[src/rtl/npc_pkg.sv]
// ============================================================================
// Module      : npc_pkg
// Description : Shared sequencer encodings: FSM states, error codes, branch field.
// Revision    : 1.0
// ============================================================================
`default_nettype none

package npc_pkg;

    typedef enum logic [2:0] {
        ST_RESET  = 3'd0,
        ST_FETCH  = 3'd1,
        ST_DECODE = 3'd2,
        ST_EXEC   = 3'd3,
        ST_MEM    = 3'd4,
        ST_WB     = 3'd5,
        ST_HALT   = 3'd7
    } state_t;

    localparam logic [1:0] ERR_OK      = 2'b00;
    localparam logic [1:0] ERR_ILLEGAL = 2'b01;
    localparam logic [1:0] ERR_TIMEOUT = 2'b10;

    localparam logic [2:0] BR_NONE = 3'b000;
    localparam logic [2:0] BR_JAL  = 3'b001;
    localparam logic [2:0] BR_JALR = 3'b010;

    // Only plain ops and jumps may write rd; conditional branches never do.
    function automatic logic br_allows_rd_write(input logic [2:0] br);
        return (br == BR_NONE) || (br == BR_JAL) || (br == BR_JALR);
    endfunction

endpackage

`default_nettype wire

[src/rtl/mc_mem_timer.sv]
// ============================================================================
// Module      : mc_mem_timer
// Description : Memory-handshake wait counter; expire flags count == TO_CYCLES.
// Revision    : 1.0
// ============================================================================
`default_nettype none

module mc_mem_timer #(
    parameter int TO_CYCLES = 255,
    parameter int CNT_W     = 8
) (
    input  logic clk,
    input  logic rst,
    input  logic clear,
    input  logic enable,
    output logic expire
);

    localparam logic [CNT_W-1:0] LIMIT = CNT_W'(TO_CYCLES);

    logic [CNT_W-1:0] count;

    always_ff @(posedge clk) begin
        if (rst || clear) begin
            count <= '0;
        end else if (enable && !expire) begin
            count <= count + 1'b1;
        end
    end

    generate
        if (TO_CYCLES == 0) begin : g_no_timeout
            assign expire = 1'b0;
        end else begin : g_timeout
            assign expire = (count == LIMIT);
        end
    endgenerate

endmodule

`default_nettype wire

[src/rtl/mc_sequencer.sv]
// ============================================================================
// Module      : mc_sequencer
// Description : Multi-cycle control FSM for the npc core (fetch/decode/exec/
//               mem/wb). Define NPC_PERF_CNT_EN to add cycle/instret counters.
// Revision    : 1.0
// ============================================================================
`default_nettype none

module mc_sequencer
    import npc_pkg::*;
#(
    parameter int TO_CYCLES = 255,
    parameter int CNT_W     = 8
) (
    input  logic        clk,
    input  logic        rst,
    input  logic        dec_valid,
    input  logic        dec_reg_write,
    input  logic        dec_mem_write,
    input  logic        dec_load,
    input  logic [2:0]  dec_branch,
    input  logic        dec_ebreak,
    output logic        mem_req,
    output logic        mem_we,
    output logic        mem_ifetch,
    input  logic        mem_ready,
    output logic        ir_write,
    output logic        pc_write,
    output logic        rf_write,
    output logic        halted,
    output logic [1:0]  err,
    output logic [2:0]  state
`ifdef NPC_PERF_CNT_EN
    ,
    output logic [63:0] perf_cycle,
    output logic [63:0] perf_instret
`endif
);

    state_t     cur_state;
    state_t     nxt_state;
    logic [1:0] err_q;
    logic [1:0] err_d;
    logic       tmr_clear;
    logic       tmr_expire;

    always_ff @(posedge clk) begin
        if (rst) begin
            cur_state <= ST_RESET;
            err_q     <= ERR_OK;
        end else begin
            cur_state <= nxt_state;
            err_q     <= err_d;
        end
    end

    always_comb begin
        nxt_state  = cur_state;
        err_d      = err_q;
        mem_req    = 1'b0;
        mem_we     = 1'b0;
        mem_ifetch = 1'b0;
        ir_write   = 1'b0;
        pc_write   = 1'b0;
        rf_write   = 1'b0;
        halted     = 1'b0;
        case (cur_state)
            ST_RESET: nxt_state = ST_FETCH;
            ST_FETCH: begin
                mem_req    = 1'b1;
                mem_ifetch = 1'b1;
                if (mem_ready) begin
                    ir_write  = 1'b1;
                    nxt_state = ST_DECODE;
                end else if (tmr_expire) begin
                    nxt_state = ST_HALT;
                    err_d     = ERR_TIMEOUT;
                end
            end
            ST_DECODE: begin
                if (dec_ebreak) begin
                    nxt_state = ST_HALT;
                    err_d     = ERR_OK;
                end else if (!dec_valid) begin
                    nxt_state = ST_HALT;
                    err_d     = ERR_ILLEGAL;
                end else begin
                    nxt_state = ST_EXEC;
                end
            end
            ST_EXEC: begin
                if (dec_load || dec_mem_write) begin
                    nxt_state = ST_MEM;
                end else if (dec_reg_write && br_allows_rd_write(dec_branch)) begin
                    nxt_state = ST_WB;
                end else begin
                    pc_write  = 1'b1;
                    nxt_state = ST_FETCH;
                end
            end
            ST_MEM: begin
                mem_req = 1'b1;
                mem_we  = dec_mem_write;
                if (mem_ready) begin
                    // Stores retire here; loads still need the write-back cycle.
                    if (dec_mem_write) begin
                        pc_write  = 1'b1;
                        nxt_state = ST_FETCH;
                    end else begin
                        nxt_state = ST_WB;
                    end
                end else if (tmr_expire) begin
                    nxt_state = ST_HALT;
                    err_d     = ERR_TIMEOUT;
                end
            end
            ST_WB: begin
                rf_write  = 1'b1;
                pc_write  = 1'b1;
                nxt_state = ST_FETCH;
            end
            ST_HALT: halted = 1'b1;
            default: nxt_state = ST_RESET;
        endcase
    end

    assign state = cur_state;
    assign err   = err_q;

    // Restart the wait count whenever no request is pending or one just completed.
    assign tmr_clear = !((cur_state == ST_FETCH) || (cur_state == ST_MEM))
                       || (mem_req && mem_ready);

    mc_mem_timer #(
        .TO_CYCLES (TO_CYCLES),
        .CNT_W     (CNT_W)
    ) u_timer (
        .clk    (clk),
        .rst    (rst),
        .clear  (tmr_clear),
        .enable (mem_req && !mem_ready),
        .expire (tmr_expire)
    );

`ifdef NPC_PERF_CNT_EN
    always_ff @(posedge clk) begin
        if (rst) begin
            perf_cycle   <= '0;
            perf_instret <= '0;
        end else begin
            if ((cur_state != ST_RESET) && (cur_state != ST_HALT)) begin
                perf_cycle <= perf_cycle + 64'd1;
            end
            if (pc_write) begin
                perf_instret <= perf_instret + 64'd1;
            end
        end
    end
`endif

endmodule

`default_nettype wire

[config.mk]
export PLATFORM = sky130hd
export DESIGN_NAME = mc_sequencer
export DESIGN_NICKNAME = d
export VERILOG_FILES = /design/src/rtl/npc_pkg.sv /design/src/rtl/mc_mem_timer.sv /design/src/rtl/mc_sequencer.sv
export SDC_FILE = /design/constraint.sdc
export NUM_CORES = 1
export LEC_CHECK = 0
export BUFFER_PORTS_ARGS = -buffer_cell sky130_fd_sc_hd__buf_2
export CORE_MARGIN = 3
export CORE_UTILIZATION = 53
export DETAILED_ROUTE_END_ITERATION = 10
export PLACE_DENSITY = 0.88
export SLEW_MARGIN = 20
export SYNTH_ARGS = -nofsm -noshare
export SYNTH_HDL_FRONTEND = slang
export SYNTH_SLANG_ARGS = --single-unit
[constraint.sdc]
create_clock -name clk -period 2.6 [get_ports clk]
set_clock_uncertainty 0.05 [all_clocks]
set_input_delay 0.52 -clock clk [delete_from_list [all_inputs] [get_ports clk]]
set_output_delay 0.52 -clock clk [all_outputs]
set_load 0.01 [all_outputs]
## Yosys cells after proc, flatten, opt, wreduce, memory -nomap -nowiden

Index checks and enable logic that the tools add are counted.

- Register bits: 13
- Bits of input ports: 11
- Output and inout bits: 12
- Logic and storage cells: 61

- Add/subtract/negate cells: 1
- Eq/ne operators: 12
- Muxes and demuxes: 26
- Reductions and logical operators: 19

Operators with widths:

| kind | number |
|---|---|
| $mux W3 | 8 |
| $pmux W3 S6 | 1 |
| $mux W1 | 11 |
| $eq A3 B2 Y1 const B | 3 |
| $eq A3 B3 Y1 const B | 3 |
| $add A8 B1 Y8 const B | 1 |
| $eq A8 B8 Y1 const B | 1 |
| $mux W2 | 4 |
| $eq A3 B1 Y1 const B | 2 |
| $logic_not A3 Y1 | 2 |
| $logic_or A1 B1 Y1 | 6 |
| $logic_and A1 B1 Y1 | 4 |
| $pmux W2 S2 | 1 |
| $reduce_and A4 Y1 | 1 |
| $reduce_or A2 Y1 | 2 |
| $logic_not A1 Y1 | 3 |
| $ne A3 B3 Y1 const B | 1 |
| $pmux W1 S3 | 1 |
| $ne A2 B1 Y1 const B | 1 |
| $ne A2 B2 Y1 const B | 1 |
| $reduce_bool A2 Y1 | 1 |

## Logic depth before layout (Yosys ltp)

- Word-level depth: 7
- Mapped depth: 6
- Mapped depth without buffers: 5

## Modules after synthesis

From an unflattened synthesis, not the netlist that was laid out.

- Cells, all modules: 104
- Area total of the unflattened synthesis: 827.0 µm²

By module, submodules not included:

| module | instances | cells an instance | area an instance (µm²) | seq. area each (µm²) |
|---|---|---|---|---|
| mc_mem_timer | 1 | 49 | 425.4 | 160.2 |
| mc_sequencer | 1 | 55 | 401.6 | 100.1 |

## Worst setup path after synthesis

OpenSTA, ideal clock, no wires.

- Kind: input-to-output
- Start point: in dec_reg_write
- End point: out pc_write
- Data arrival time: 1.362 ns
- Data required time: 2.030 ns
- Setup slack: 0.668 ns
- Cell stages on the path: 3
- Path buffers: 0
- Cell sequence: nor2b_1 > a2111o_1 > o32ai_1

- Word-level cells in the longest chain between the ends: 4

RTL lines:

| item | line | source |
|---|---|---|
| from (decl) | mc_sequencer.sv:18 | `input logic dec_reg_write,` |
| $logic_and A1 B1 Y1 | mc_sequencer.sv:94 | `end else if (dec_reg_write && br_allows_rd_write(dec_branch)) begin` |
| $mux W1 | mc_sequencer.sv:94 |  |
| $mux W1 | mc_sequencer.sv:92 | `if (dec_load \|\| dec_mem_write) begin` |
| $pmux W1 S3 | mc_sequencer.sv:67 | `case (cur_state)` |
| to (decl) | mc_sequencer.sv:28 | `output logic pc_write,` |

No other way between the ends.

## Final worst setup path

- Start point: reg cur_state[2], in the netlist state[2]
- End point: out pc_write

- Word-level cells in the longest chain between the ends: 2
- Elaborated cells on any way between the ends: 4
- Classes of those cells: eq/ne: 3; mux: 1

RTL lines:

| item | line | source |
|---|---|---|
| from (decl) | mc_sequencer.sv:40 | `state_t cur_state;` |
| from (signal assigned) | mc_sequencer.sv:52 | `cur_state <= nxt_state;` |
| $eq A3 B3 Y1 or $eq A3 B2 Y1 (tied branches) | mc_sequencer.sv:67 |  |
| $pmux W1 S3 (*) | mc_sequencer.sv:67 |  |

Every way passes the cells marked *; elsewhere a longest branch is shown, timed or not.

==> flow_summary.ini <==
[status]
status = finished clean

[hold_path]
hold_path_class = in -> reg
min_to = err[0]
min_from = rst
hold_depth = 2

[logic_synthesis]
synth.avg_cell_area_um2 = 8.543
synth_cell_type_count = 43
synth-seq-cells = 13
ys_async_sr_fraction_pct = 0
ys_warn_count = 0
synth_cells = 93
synthesis.nets = 105
ys_seq_area_share_pct = 32.76
syn_area_um2 = 794.5
synth_edf_count = 0
synth_ff_type = dfxtp_1

[floorplanning]
initial_core_util_pct = 58.85
die-width_um = 44.72
dieArea_um2 = 1999
ios = 23
die_height_um = 44.72
num_rows = 13
core_area_um2 = 1350

[global_routing]
grt_pass1_wl_um = 2884
grt_max_degree = 14
grt_antenna_before_repair = 0
first_global_vias = 677
gr-total-overflow = 0
grt_use_total_pct = 19.39

[power_and_ir_drop]
power.total_mw = 0.4619
static-leakage-power_nw = 0.3604
power.density_nw_per_um2 = 505.0
peakVddDrop_mv = 0.3323

[final_layout]
register_area_um2 = 260.3
multi_input_area_um2 = 484.2
stdcell_count = 129
area_growth_pct = 15.12
fin_util_pct = 67.75
drive_above_1_share_pct = 25.44
diodes = 0
fillers = 120
finalInstanceArea_um2 = 914.6
final_nets = 127

[clocking]
clk_path_buf_depth = 2
worstSkewPairLatency_ns = 0.27
post_cts_buffers = 0
cts_root_buf = clkbuf_4
cts_made_buffers = 3
tritoncts = done
cts_htree_levels = 1
cts_sinks = 13
cts_hold_buf = 0
cts_resized = 0
clkTransAtPathRegs_ns = 0.08

[placement]
hpwl_um = 1278
placed_cell_area_um2 = 888.4
dpl_worst_slack_ns = 0.5375
placed_cells = 125
portBuffers = 22
gp_congestion = 0.7854

[sta]
tightest_slew_ns = 0.5347
drv_slew = 0
finalSetupTns_ns = 0
hold_ws_ns = 0.4666
finalCritPeriodShare_pct = 83.56
setup_viol = 0
fmax_mhz = 460.3
period_minus_slack_ns = 2.173
finalHoldViolations = 0
fin_ws_ns = 0.4274
max-slew-margin-rel_pct = 64.31
rsz0062_at_grt = false

[drt]
initialDrtViolationCount = 25
via_per_inst = 6.109
first_pass_iters = 4
drt-total-wl_um = 1727
vias = 788
drc_errors = 0
wl_per_cell_um = 13.39
ant_nets = 0

[setup_path]
worst-path-max-fanout = 12
ff2ff_path_depth = 4
rr_endpoint = u_timer.count[5]
critPathCaptureType = output pin
crit_type = reg -> out
setup.worst_path.start_class = register
worstPathArrival_ns = 1.60
required_ns = 2.03
regToRegStartpoint = state[0]
ff2ff_setup_slack_ns = 0.70

[job]
drv_cap = 0
registers in the layout, summed over array words and instances (netlist names):
name / flops
u_timer.count: 8
state: 3
err: 2
worst max path at each step:
stage / from / endpoint / slack (ns) / cells past startpoint
2_1_floorplan: dec_reg_write / pc_write / 0.67 / 3
3_3_place_gp: dec_reg_write / pc_write / 0.57 / 5
3_5_place_dp: dec_reg_write / pc_write / 0.54 / 5
4_1_cts: state[2] / pc_write / 0.41 / 3
5_1_grt: state[2] / pc_write / 0.33 / 3
6_report: state[2] / pc_write / 0.43 / 3
placed cells by master, fill, tap and decap left out, types with 2 or more instances in the layout:
cell type / netlist / final
a21oi_1: 7 / 7
nand3b_1: 2 / 2
mux2i_1: 2 / 2
nand2_1: 4 / 4
nor3_1: 2 / 2
nor2_1: 10 / 10
inv_1: 4 / 4
nand2b_1: 2 / 2
dfxtp_1: 13 / 13
nor4_1: 2 / 2
a31oi_1: 2 / 2
or3_1: 3 / 3
clkbuf_4: 0 / 3
buf_2: 1 / 22
o21ai_0: 5 / 5
and3_1: 2 / 2
nand3_1: 2 / 2
nand4_1: 2 / 2
per-layer routing:
metal	track usage [%]	share of wire (%)
met1	25.62	45
met2	30.37	46
met3	5.976	6.9
met4	5.422	1.1
met5	0	0
synth_stat cells, types with 2 or more instances:
library cell / n / area, um2
nand3_1: 2 / 10.01
clkbuf_1: 2 / 7.510
nor4_1: 2 / 12.51
and3_1: 2 / 12.51
nand2_1: 4 / 15.01
inv_1: 4 / 15.01
mux2i_1: 2 / 20.02
nand2b_1: 2 / 12.51
buf_6: 2 / 22.52
nand4_1: 2 / 12.51
nand3b_1: 2 / 15.01
o21ai_0: 5 / 25.02
dfxtp_1: 13 / 260.3
nor2_1: 10 / 37.54
or3_1: 3 / 18.77
a21oi_1: 7 / 35.03
nor3_1: 2 / 10.01
a31oi_1: 2 / 12.51
worst max-delay path, cell delays in order, from the launching register on:
cell	delay [ns]
dfxtp_1	0.48
a2111o_1	0.47
o32ai_1	0.21
buf_2	0.17
report_power, final:
group          switching, mW  total, mW  internal, mW
Sequential            0.0223      0.228         0.206
Combinational         0.0617      0.109        0.0477
Clock                 0.0649      0.124        0.0595
cell type report:
type	count	share of cell area, %
repair buffers	22	12.04
inverters	4	1.642
flip-flops and latches	13	28.45
multi-input cells	71	52.94
well taps	15	2.052
clock buffers	4	2.873
logic make-up (layout without fill, tap and decap cells):
kind of cell,Yosys count,in the layout,share of synthesized area [%]
simple gates,37,37,25.04
xor+xnor,3,3,5.670
mux,2,2,2.520
fa+ha+maj,1,1,1.575
compound gates,28,28,26.14
buf+inv,9,30,6.298
flops,13,13,32.76
(Power assumes the default switching activity.)
